==> src/rtl/bt_pkg.sv <==
// ============================================================================
// Module  : bt_pkg
// Brief   : Shared frame constants, FSM state type and helpers for bluetooth_tx.
// Rev     : 1.0 - initial release
// ============================================================================
`default_nettype none

package bt_pkg;

    localparam logic [7:0] FRAME_HDR   = 8'hA5;
    localparam int         FRAME_BYTES = 5;

    typedef enum logic [1:0] {
        ST_IDLE  = 2'd0,
        ST_START = 2'd1,
        ST_DATA  = 2'd2,
        ST_STOP  = 2'd3
    } bt_state_e;

    function automatic int bt_div(input int clk_hz, input int baud);
        return clk_hz / baud;
    endfunction

    // Bytes 1..4 of a frame packed LSB-first: {checksum, score_lo, score_hi, level}.
    function automatic logic [31:0] bt_payload(input logic [13:0] score,
                                               input logic [7:0]  level);
        logic [7:0] hi;
        logic [7:0] lo;
        logic [7:0] csum;
        hi   = {2'b00, score[13:8]};
        lo   = score[7:0];
        csum = FRAME_HDR ^ level ^ hi ^ lo;
        return {csum, lo, hi, level};
    endfunction

endpackage

`default_nettype wire

==> src/rtl/uart_byte_tx.sv <==
// ============================================================================
// Module  : uart_byte_tx
// Brief   : 8N1 serializer for one byte; a load at stop-bit end chains the next byte.
// Rev     : 1.0 - initial release
// ============================================================================
`default_nettype none

module uart_byte_tx
    import bt_pkg::*;
#(
    parameter int DIV = 16
) (
    input  logic       clk,
    input  logic       rst,
    input  logic       load,
    input  logic [7:0] data,
    output logic       tx,
    output logic       byte_done
);

    localparam int            CW     = (DIV > 1) ? $clog2(DIV) : 1;
    localparam logic [CW-1:0] C_LAST = CW'(DIV - 1);

    bt_state_e     r_state;
    logic [CW-1:0] r_cnt;
    logic [2:0]    r_bit;
    logic [7:0]    r_data;
    logic          r_tx;
    logic          w_bit_end;
    logic [2:0]    w_bit_nxt;

    assign w_bit_end = (r_cnt == C_LAST);
    assign w_bit_nxt = r_bit + 3'd1;
    // Asserted during the last cycle of a stop bit, so the owner can chain a byte gaplessly.
    assign byte_done = (r_state == ST_STOP) && w_bit_end;
    assign tx        = r_tx;

    always_ff @(posedge clk or negedge rst) begin
        if (!rst) begin
            r_state <= ST_IDLE;
            r_cnt   <= '0;
            r_bit   <= '0;
            r_data  <= '0;
            r_tx    <= 1'b1;
        end else begin
            case (r_state)
                ST_IDLE: begin
                    if (load) begin
                        r_state <= ST_START;
                        r_data  <= data;
                        r_cnt   <= '0;
                        r_bit   <= '0;
                        r_tx    <= 1'b0;
                    end
                end
                default: begin
                    if (!w_bit_end) begin
                        r_cnt <= r_cnt + 1'b1;
                    end else begin
                        r_cnt <= '0;
                        case (r_state)
                            ST_START: begin
                                r_state <= ST_DATA;
                                r_tx    <= r_data[0];
                            end
                            ST_DATA: begin
                                if (r_bit == 3'd7) begin
                                    r_state <= ST_STOP;
                                    r_tx    <= 1'b1;
                                end else begin
                                    r_bit <= w_bit_nxt;
                                    r_tx  <= r_data[w_bit_nxt];
                                end
                            end
                            default: begin
                                if (load) begin
                                    r_state <= ST_START;
                                    r_data  <= data;
                                    r_bit   <= '0;
                                    r_tx    <= 1'b0;
                                end else begin
                                    r_state <= ST_IDLE;
                                    r_tx    <= 1'b1;
                                end
                            end
                        endcase
                    end
                end
            endcase
        end
    end

endmodule

`default_nettype wire

==> src/rtl/bluetooth_tx.sv <==
// ============================================================================
// Module  : bluetooth_tx
// Brief   : Sends 5-byte score/level status frames over UART with one-deep queuing.
// Rev     : 1.0 - initial release
// ============================================================================
`default_nettype none

module bluetooth_tx
    import bt_pkg::*;
#(
    parameter int CLK_HZ = 25_175_000,
    parameter int BAUD   = 9600
) (
    input  logic        clk,
    input  logic        rst,
    input  logic        send,
    input  logic [13:0] score,
    input  logic [7:0]  game_level,
    output logic        tx,
    output logic        busy,
    output logic        done
);

    localparam int DIV = bt_div(CLK_HZ, BAUD);

    logic [2:0]  r_byte_idx;
    logic [31:0] r_payload;
    logic        r_pend;
    logic [13:0] r_pend_score;
    logic [7:0]  r_pend_level;
    logic        r_busy;
    logic        r_done;

    logic        w_byte_done;
    logic        w_accept;
    logic        w_last;
    logic        w_send_busy;
    logic        w_have_pend;
    logic        w_load;
    logic [7:0]  w_load_data;
    logic [13:0] w_next_score;
    logic [7:0]  w_next_level;

    assign w_accept     = send && !r_busy;
    assign w_send_busy  = send && r_busy;
    assign w_last       = w_byte_done && (r_byte_idx == 3'(FRAME_BYTES - 1));
    // A send landing on the final stop-bit edge still counts as pending.
    assign w_have_pend  = r_pend || w_send_busy;
    assign w_next_score = w_send_busy ? score      : r_pend_score;
    assign w_next_level = w_send_busy ? game_level : r_pend_level;
    assign w_load       = w_accept || (w_byte_done && (!w_last || w_have_pend));
    assign w_load_data  = (w_byte_done && !w_last) ? r_payload[7:0] : FRAME_HDR;

    always_ff @(posedge clk or negedge rst) begin
        if (!rst) begin
            r_byte_idx   <= '0;
            r_payload    <= '0;
            r_pend       <= 1'b0;
            r_pend_score <= '0;
            r_pend_level <= '0;
            r_busy       <= 1'b0;
            r_done       <= 1'b0;
        end else begin
            r_done <= 1'b0;
            if (w_accept) begin
                r_payload  <= bt_payload(score, game_level);
                r_byte_idx <= '0;
                r_busy     <= 1'b1;
            end else if (w_byte_done) begin
                if (!w_last) begin
                    r_byte_idx <= r_byte_idx + 3'd1;
                    r_payload  <= r_payload >> 8;
                end else begin
                    r_done     <= 1'b1;
                    r_byte_idx <= '0;
                    if (w_have_pend) begin
                        r_payload <= bt_payload(w_next_score, w_next_level);
                        r_pend    <= 1'b0;
                    end else begin
                        r_busy <= 1'b0;
                    end
                end
            end
            if (w_send_busy && !w_last) begin
                r_pend       <= 1'b1;
                r_pend_score <= score;
                r_pend_level <= game_level;
            end
        end
    end

    uart_byte_tx #(
        .DIV (DIV)
    ) u_byte_tx (
        .clk       (clk),
        .rst       (rst),
        .load      (w_load),
        .data      (w_load_data),
        .tx        (tx),
        .byte_done (w_byte_done)
    );

    assign busy = r_busy;
    assign done = r_done;

endmodule

`default_nettype wire

==> config.mk <==
export PLATFORM = sky130hd
export DESIGN_NAME = bluetooth_tx
export DESIGN_NICKNAME = d
export VERILOG_FILES = /design/src/rtl/bt_pkg.sv /design/src/rtl/uart_byte_tx.sv /design/src/rtl/bluetooth_tx.sv
export SDC_FILE = /design/constraint.sdc
export NUM_CORES = 1
export LEC_CHECK = 0
export ABC_AREA = 1
export CORE_ASPECT_RATIO = 1.2
export CORE_MARGIN = 3
export CORE_UTILIZATION = 45
export CTS_BUF_LIST = sky130_fd_sc_hd__clkbuf_4 sky130_fd_sc_hd__clkbuf_8
export CTS_CLUSTER_SIZE = 28
export DETAILED_ROUTE_END_ITERATION = 8
export MAX_ROUTING_LAYER = met4
export SLEW_MARGIN = 15
export SYNTH_ARGS = -nofsm -noshare
export SYNTH_HDL_FRONTEND = slang
export SYNTH_SLANG_ARGS = --single-unit
export TNS_END_PERCENT = 50
==> constraint.sdc <==
create_clock -name clk -period 2.3 [get_ports clk]
set_input_delay 0.345 -clock clk [delete_from_list [all_inputs] [get_ports clk]]
set_output_delay 0.345 -clock clk [all_outputs]
set_load 0.01 [all_outputs]
-- After elaboration in Yosys (flattened, before gate mapping)
Index checks and enable logic that the tools add are counted.
- register bits after elaboration: 86
- input bits: 25
- output and inout port bits: 3
- word-level logic and storage cells: 111
- add/subtract/negate cells: 3
- magnitude comparators: 1
- eq/ne operators: 14
- muxes and demuxes: 48
- bitwise gates (word level): 6
- reductions and logical operators: 27
- operator list (cell ; count):
    $mux W32 ; 4
    $mux W8 ; 6
    $mux W12 ; 3
    $mux W3 ; 7
    $mux W1 ; 19
    $xor A8 B6 Y8 ; 2
    $xor A8 B8 Y8 ; 2
    $mux W14 ; 1
    $add A12 B1 Y12 const B ; 1
    $eq A12 B12 Y1 const B ; 1
    $reduce_bool A2 Y1 ; 6
    $reduce_and A3 Y1 ; 3
    $mux W2 ; 4
    $not A4 Y4 ; 2
    $logic_and A1 B1 Y1 ; 7
    $add A3 B1 Y3 const B ; 2
    $eq A3 B3 Y1 const B ; 2
    $ne A2 B1 Y1 const B ; 3
    $ne A3 B2 Y1 const B ; 2
    $pmux W3 S2 ; 1
    $reduce_and A2 Y1 ; 3
    $eq A2 B2 Y1 const B ; 2
    $lt A3 B4 Y1 const B ; 1
    $ne A2 B2 Y1 const B ; 2
    10 further kinds ; 13

-- Depth between registers and ports, before layout
- word-level depth: 11
- mapped depth: 13
- depth with buffers taken out: 13

-- Modules after synthesis
Synthesis repeated with hierarchy kept, for this count alone.
- cell total of the unflattened synthesis: 785
- area total of the unflattened synthesis: 5447.7 um^2
- modules (own cells, without submodules) (module ; times used ; cells an instance ; area each (um^2) ; sequential area each (um^2)):
    bluetooth_tx ; 1 ; 581 ; 3880.0 ; 1501.4
    uart_byte_tx ; 1 ; 204 ; 1567.8 ; 651.9

-- Worst setup path before layout
OpenSTA, ideal clock, no wires.
- path kind: register to register
- start: register u_byte_tx.r_cnt[1]
- end: register r_payload[13]
- setup time: 124 ps
- arrival: 1578 ps
- required time: 2176 ps
- path slack: 598 ps
- cell stages (with the launch flop): 13
- buffers on the path: 1
- clock period less this slack: 1702 ps
- cell sequence: dfrtp_1 inv_1 ha_1 nand2_1 nor2_1 nand2_1 nor2_1 nand2_1 nand2_2 nand2_2 buf_2 a21oi_1 a21oi_1
- longest elaborated chain between the ends: 6
- elaborated cells between the ends (all ways): 9
- those cells by class: eq/ne (2); mux (3); reduce/logical (4)
- ends and longest elaborated chain (element ; line ; RTL):
    start, declared ; uart_byte_tx.sv:25 ; logic [CW-1:0] r_cnt;
    start signal, assigned ; uart_byte_tx.sv:58 ; r_cnt <= r_cnt + 1'b1;
    $eq A12 B12 Y1 * ; uart_byte_tx.sv:32 ; assign w_bit_end = (r_cnt == C_LAST);
    $logic_and A1 B1 Y1 * ; uart_byte_tx.sv:35 ; assign byte_done = (r_state == ST_STOP) && w_bit_end;
    $logic_and A1 B1 Y1 ; bluetooth_tx.sv:46 ; assign w_last = w_byte_done && (r_byte_idx == 3'(FRAME_BYTES - 1));
    $mux W32 ; bluetooth_tx.sv:70 ; if (!w_last) begin
    $mux W32 ; bluetooth_tx.sv:69 ; end else if (w_byte_done) begin
    $mux W32 ; bluetooth_tx.sv:65 ; if (w_accept) begin
    end signal, assigned ; bluetooth_tx.sv:66 ; r_payload <= bt_payload(score, game_level);
    end signal, assigned ; bluetooth_tx.sv:72 ; r_payload <= r_payload >> 8;
    end signal, assigned ; bluetooth_tx.sv:77 ; r_payload <= bt_payload(w_next_score, w_next_level);
    end, declared ; bluetooth_tx.sv:27 ; logic [31:0] r_payload;
Mark *: on every way between the ends. The rest lies on a longest branch, timed or not. The select of a mux whose other input is x is not followed.
A chain may end at the register's enable or synchronous reset.

-- Final worst setup path
- start: register u_byte_tx.r_cnt[1]
- end: register u_byte_tx.r_cnt[3]
- longest elaborated chain between the ends: 8
- elaborated cells between the ends (all ways): 11
- those cells by class: add/sub (1); eq/ne (2); mux (2); reduce/logical (6)
- ends and longest elaborated chain (element):
    branches (longest 8 deep; another with $add A12 B1 Y12)
Parallel ways; which one is timed is not known.

==> results by group <==
Outcome
  • Outcome: complete, no violations

Placed design
  • GPL Wtd Cong: about 0.85
  • Place WS: 63.53 ps
  • DP HPWL: 8.386 mm
  • Port buffer count: 27

Cells and area
  • Commonest non-fill, non-tap cell in the layout: nand2_1
  • Layout fillers: 1044
  • Ant diodes: 0
  • Fraction of layout instances using a drive strength above 1: around 8.7%
  • Nets: around 740
  • Most frequent cells in the layout: nand2_1, nor2_1, dfrtp_1, o21ai_0, inv_1
  • Final core utilization: 53.35%
  • Area Overhead vs Synth: 14.89%

Timing
  • Rel. slew slack: between 70% and 80%
  • Final Hold Vio Count: 0
  • Final slew viol count: 0
  • Final Setup Violations: 0
  • Setup TNS: 0 ps
  • RSZ-0062 raised after global routing: false
  • Period utilization: around 90%
  • Slew at the pin closest to its max-slew limit: 413.1 ps
  • Clock Skew: 6.683 ps
  • Fmax: 0.4949 GHz
  • Setup WS post-layout: 279.5 ps
  • Final Critical Period: between 2000 and 2500 ps

Global routing
  • First-pass GRT wire length: between 20 and 25 mm
  • Gr usage total: 21.49%
  • Vias in the first global route: approximately 4.4k
  • Grt total ovfl: 0
  • Antenna violations before repair: 0
  • Largest net degree at the start of global routing: 50

Critical path
  • CP peak stage delay: 400 ps
  • Worst-path cell chain: inv_1 -> ha_1 -> nand2_1 -> nor2_1 -> nand2_1 -> nor2_1 -> nand2_1 -> nand2_2 -> nand2_2 -> nand2_2 -> nand2_1 -> nand2_1 -> nor2_1
  • Endpoint class of the critical path: flip-flop
  • Startpoint types: flip-flop
  • Most frequent cell on the critical path: nand2_1
  • Setup CP Type: flip-flop to flip-flop
  • R2R Setup Slk: 280 ps
  • Crit path DAT: 2280 ps
  • Maximum fanout along the worst path: 15
  • Required @ worst endpoint: 2560 ps
  • CP max-delay cell: dfrtp_1

Drt
  • Wire length per cell: roughly 14 µm
  • Vias: 4342
  • Pre-antenna DRT Iters: 5
  • Drt first-iter violations: 200
  • Antenna Nets Post-Route: 0
  • Residual DRC: 0
  • Avg Vias per Cell: 5.212
  • Routed WL: 11.87 mm

Power and ir drop
  • Design Power: 5315 µW
  • Peak supply drop: slightly below 0.0004 V
  • PD cells: 938.2 nW/µm²
  • Leakage: 0.002676 µW

CTS
  • Max Buffers Root-to-Sink: 2
  • Clock Pin Slew Worst Setup and Hold Paths: around 90 ps
  • Worst-Skew Late Latency: between 300 and 400 ps
  • Inserted Clock Buffers: 9
  • Clk sink count: between 80 and 90
  • CTS tree: done
  • Setup repair bufs after CTS: 0
  • Htree depth: 3
  • Clock tree root driver cell: clkbuf_8

Synthesis
  • EDFF count, synth: 0
  • Complex-gate fraction of the synthesized area: between 10% and 20%
  • Warnings, synthesis: 0
  • Post-Synth XOR/XNOR Area: 3.730%
  • Synthesized-area fraction occupied by adder cells: 2.791%
  • Top FF cell, synth: dfrtp_1
  • Syn Inst Count: 666
  • Syn avg cell area: between 7 and 8 µm²
  • Cell Area, Synth: 4931 µm²
  • Post-synth ARST share: 100.0%
  • Post-Syn Nets: approximately 700
  • Register area share after synthesis: between 40% and 50%
  • Synth Register Bits: 86
  • Main combinational cell family by area after synthesis: simple AND/OR/NAND/NOR gates
  • Mux cell area share after synthesis: 0%
  • Post-Synth Simple-Gate Area: 26.95%
  • Distinct cells, synth: 34

Floorplanning
  • Starting Density: 46.44%
  • Core Rows: 41
  • Die width: 101.6 µm
  • Die span in y: 120.7 µm
  • Io pins: 28
  • Core Area: 10620 µm²
  • Total die area: 12260 µm²

Flow run
  • # Max-Cap Violations: 0

Worst hold path
  • Worst hold path class: primary input to async pin
==> power breakdown <==
group	internal, µW	leakage, µW	switching, µW	total (µW)
logic	680	0.00150	1030	1710
clock network	712	0.000123	545	1260
registers	1990	0.00106	354	2350
total	3380	0.00268	1930	5320
==> path summary, 6_finish.rpt <==
kind / from / end / cells past startpoint
min reg2reg: u_byte_tx.tx$_DFFE_PN1P_ / u_byte_tx.tx$_DFFE_PN1P_ / 2
max in group asynchronous: rst / r_pend_score[12]$_DFFE_PN0P_ / 3
max: u_byte_tx.r_cnt[1]$_DFFE_PN0P_ / u_byte_tx.r_cnt[3]$_DFFE_PN0P_ / 13
min: rst / u_byte_tx.r_cnt[0]$_DFFE_PN0P_ / 2
max reg2reg: u_byte_tx.r_cnt[1]$_DFFE_PN0P_ / u_byte_tx.r_cnt[3]$_DFFE_PN0P_ / 13
min in group clk: u_byte_tx.tx$_DFFE_PN1P_ / u_byte_tx.tx$_DFFE_PN1P_ / 2
==> state kept, by name, summed over array words and instances, names as in the netlist <==
signal,count
r_byte_idx,3
r_payload,32
u_byte_tx.r_state,2
u_byte_tx.r_bit,3
r_pend_score,14
r_pend,1
u_byte_tx.tx,1
done,1
r_pend_level,8
u_byte_tx.r_data,8
busy,1
u_byte_tx.r_cnt,12
==> stage by stage <==
stage	hold slack [ps]	cells	area (µm²)
after floorplan	49.41	666	4931
after global placement	272.6	816	5410
after detailed placement	271.1	816	5410
after CTS	411.8	833	5658
after global routing	434.8	833	5665
final	416.1	833	5665
==> synth_stat cells (all sizes together), types with 3 or more instances <==
cell type	count	area, µm²
a21oi	31	155.2
buf	17	105.1
clkbuf	6	22.52
dfrtp	85	2127
ha	11	137.6
inv	66	247.7
nand2	167	646.9
nand3	28	167.7
nand4	8	56.30
nor2	100	394.1
nor3	8	45.04
o21ai	102	510.5
o22ai	4	25.02
or2	3	18.77
xnor2	10	87.58
xor2	11	96.34
==> metal layers <==
layer / track usage, % / up-vias / part of all wire (%)
li1: - / 2206 / -
met1: 25.96 / 2022 / 44
met2: 36.70 / 95 / 50
met5: - / - / 0
met3: 3.116 / 19 / 4.0
met4: 6.983 / 0 / 1.4
==> cell families after synthesis <==
group,count (synthesis)
simple gates,314
compound gates,144
buf+inv,90
flops,86
xor+xnor,21
fa+ha+maj,11
==> layout make-up <==
class | instances | area, µm² | share of cell area (%)
timing repair buffer | 45 | 455.4 | 8.039
tap | 129 | 161.4 | 2.849
multi-input combinational | 490 | 2401 | 42.38
sequential | 86 | 2153 | 38.01
clock buffer | 13 | 172.7 | 3.048
inverter | 67 | 256.5 | 4.527
clock inverter | 3 | 65.06 | 1.148
==> worst max-delay path, delay by kind of cell, from the launching register on <==
kind	cells	cell delay, ps
fa+ha+maj	1	190
buf+inv	1	80
flops	1	400
simple gates	11	1230
==> what timing repair did <==
| item | CTS | global route |
|---|---|---|
| setup endpoints to repair | 0 | 8 |
| hold buffers | 1 | 0 |
| gates resized for setup | 0 | 1 |
| hold endpoints to repair | 22 | 0 |
Note: power is estimated with default switching activity, not from simulation.
==> RTL change: new RTL, config.mk and constraints unchanged <==
`CLK_HZ`: 25_175_000 -> 100_700_000.
--- a/src/rtl/bluetooth_tx.sv
+++ b/src/rtl/bluetooth_tx.sv
@@ -8,7 +8,7 @@
 module bluetooth_tx
     import bt_pkg::*;
 #(
-    parameter int CLK_HZ = 25_175_000,
+    parameter int CLK_HZ = 100_700_000,
     parameter int BAUD   = 9600
 ) (
     input  logic        clk,
Formal check against the unedited RTL: no difference found for any inputs over 10 cycles, from zero or initial values and one cycle with rst low; that may be too few to reach the edited logic, so the function may still have changed.
==> RTL change against the original RTL <==
Power is 12% lower; setup slack lost 46 ps; sequential share of layout area is 0.69 points higher; area after synthesis is 0.38% higher; routed wire length increased by 0.14%; sequential cell count is 2 higher; final area grew 0.51%; clock power decreased by 9.5%; largest cell class unchanged.
==> RTL change: results (changes against the original RTL) <==
[outcome]
status = completed  ; unchanged

[placed_design]
numPortBuffers = 27  ; unchanged
placedCellCount = 814  ; was 816
dpl.hpwl_um = 8380  ; was 8390 um
placement.cell_area_um2 = 5470  ; was 5410 um2
place_congestion = 0.828  ; was 0.849
post-place-ws_ps = 101  ; was 63.5 ps

[logic_synthesis]
post_synth_main_area_contributors = dfrtp_1 (44%), nand2_1 (12%), nor2_1 (5.1%)  ; was dfrtp_1 (43%), nand2_1 (12%), o21ai_0 (7.7%)
yosysUniqueCellTypes = 35  ; was 34
postSynth.asyncResetShare_pct = 100  ; unchanged
synth_seq_area_share_pct = 44.5  ; was 43.7%
synth.cells.most_frequent = nand2_1 (160), dfrtp_1 (87), nor2_1 (67)  ; was nand2_1 (159), nor2_1 (98), dfrtp_1 (85)
synth_fa_ha_area_share_pct = 2.78  ; was 2.79%
synth.avg_cell_area_um2 = 7.48  ; was 7.40 um2
synth_edf_count = 0  ; unchanged
post_synth_xor_area_fraction_pct = 2.83  ; was 3.73%
synth-compound-area-share_pct = 17.0  ; was 15.1%
synth.mux.area_fraction_pct = 0  ; unchanged
synthesis.nets = 698  ; was 702

[global_routing]
met1_usage_pct = 27.3  ; was 26.0%
grt_max_degree = 45  ; was 50
global_route_wire_length_before_repair_um = 20400  ; about the same
first_global_vias = 4198  ; was 4418
use_met2_pct = 34.6  ; was 36.7%
initial_antenna_violation_count = 0  ; unchanged
globalRouteTotalUtil_pct = 21.3  ; was 21.5%
met3_usage_pct = 2.42  ; was 3.12%
grt.overflow.total = 0  ; unchanged

[final_layout]
share_of_post_route_cells_with_drive_strength_above_1_pct = 8.40  ; was 8.66%
layout_nets = 733  ; was 735
largest_registers = r_payload: 32 flops, r_pend_score: 14 flops, u_byte_tx.r_cnt: 14 flops  ; was r_payload: 32 flops, r_pend_score: 14 flops, u_byte_tx.r_cnt: 12 flops
stdcell_count = 831  ; was 833

[clock_network]
clock_insertion_delay_worst_skew_ps = 360  ; about the same
clock_tree.root_cell = clkbuf_8  ; unchanged
cts_made_buffers = 9  ; unchanged
cts.repair_timing.setup_buffer_count = 0  ; unchanged
h-tree-depth = 3  ; unchanged
clkTransAtPathRegs_ps = 90  ; about the same

[detailed_routing]
detail_route.wl_per_cell_um = 14.3  ; was 14.2 um
wire_length_on_met2_um = 5970  ; was 5950 um
detail_route.iter0.violations = 196  ; was 200
route.vias.total = 4321  ; was 4342
first_pass_iters = 5  ; unchanged
detailroute.wirelength.met3_um = 351  ; was 480 um
m1WireLength_um = 5480  ; was 5280 um
routed.top_layer = met4  ; unchanged

[worst_setup_path]
critPathMaxFanout = 26  ; was 15
worstPathArrival_ps = 2320  ; was 2280 ps

[power]
power.ir.vdd_worst_uv = 271  ; was 391 uV
leakage_power_total_nw = 2.74  ; was 2.68 nW

[sta]
timing.clock.skew_ps = 8.00  ; was 6.68 ps
worst_pin_slew_ps = 583  ; was 413 ps

[min_path]
timing.hold.worst.class = reg -> reg  ; was in -> async

[job]
max_cap_viol_count = 0  ; unchanged

## RTL change: worst max-delay path, stage by stage (launching register included)
cell and delay [ps]:
dfrtp_1 410, inv_1 120, ha_1 150, nand2_1 40, nor2_1 110, nand2_2 100
nor2_8 190, nand2_2 80, nand2_2 100, nand2_1 190, buf_12 230, a21oi_1 150
a21oi_1 80
## RTL change: path summary, 6_finish.rpt
path	slack, ps	start	depth (start not counted)	endpoint
max	230	u_byte_tx.r_cnt[0]	12	r_payload[1]
min	470	u_byte_tx.tx	2	u_byte_tx.tx
max reg2reg	230	u_byte_tx.r_cnt[0]	12	r_payload[1]
min reg2reg	470	u_byte_tx.tx	2	u_byte_tx.tx
max in group asynchronous	1150	rst	3	u_byte_tx.tx
min in group asynchronous	520	rst	2	u_byte_tx.r_cnt[7]
## RTL change: power breakdown
group          total [mW]  internal [mW]  switching [mW]  leakage [nW]
Clock                1.14          0.584           0.559         0.110
Sequential           2.10           1.86           0.238          1.08
Combinational        1.41          0.544           0.866          1.55
## RTL change: final cells by class
| class | instances | area (um2) |
|---|---|---|
| fillers | 1001 | 4920 |
| clock inverters | 3 | 40.0 |
| well taps | 129 | 161 |
| flip-flops and latches | 88 | 2200 |
| repair buffers | 49 | 485 |
| inverters | 70 | 263 |
| multi-input cells | 479 | 2370 |
| clock buffers | 13 | 166 |
## RTL change: cell families after synthesis
| logic type | count (synthesis) |
|---|---|
| buf+inv | 95 |
| flops | 88 |
| fa+ha+maj | 11 |
| compound gates | 162 |
| xor+xnor | 16 |
| simple gates | 290 |
## RTL change: repair_timing
item	CTS	global route
gates resized for setup	0	2
endpoints found under the hold margin	6	0
setup endpoints to repair	0	9
hold buffers	1	0
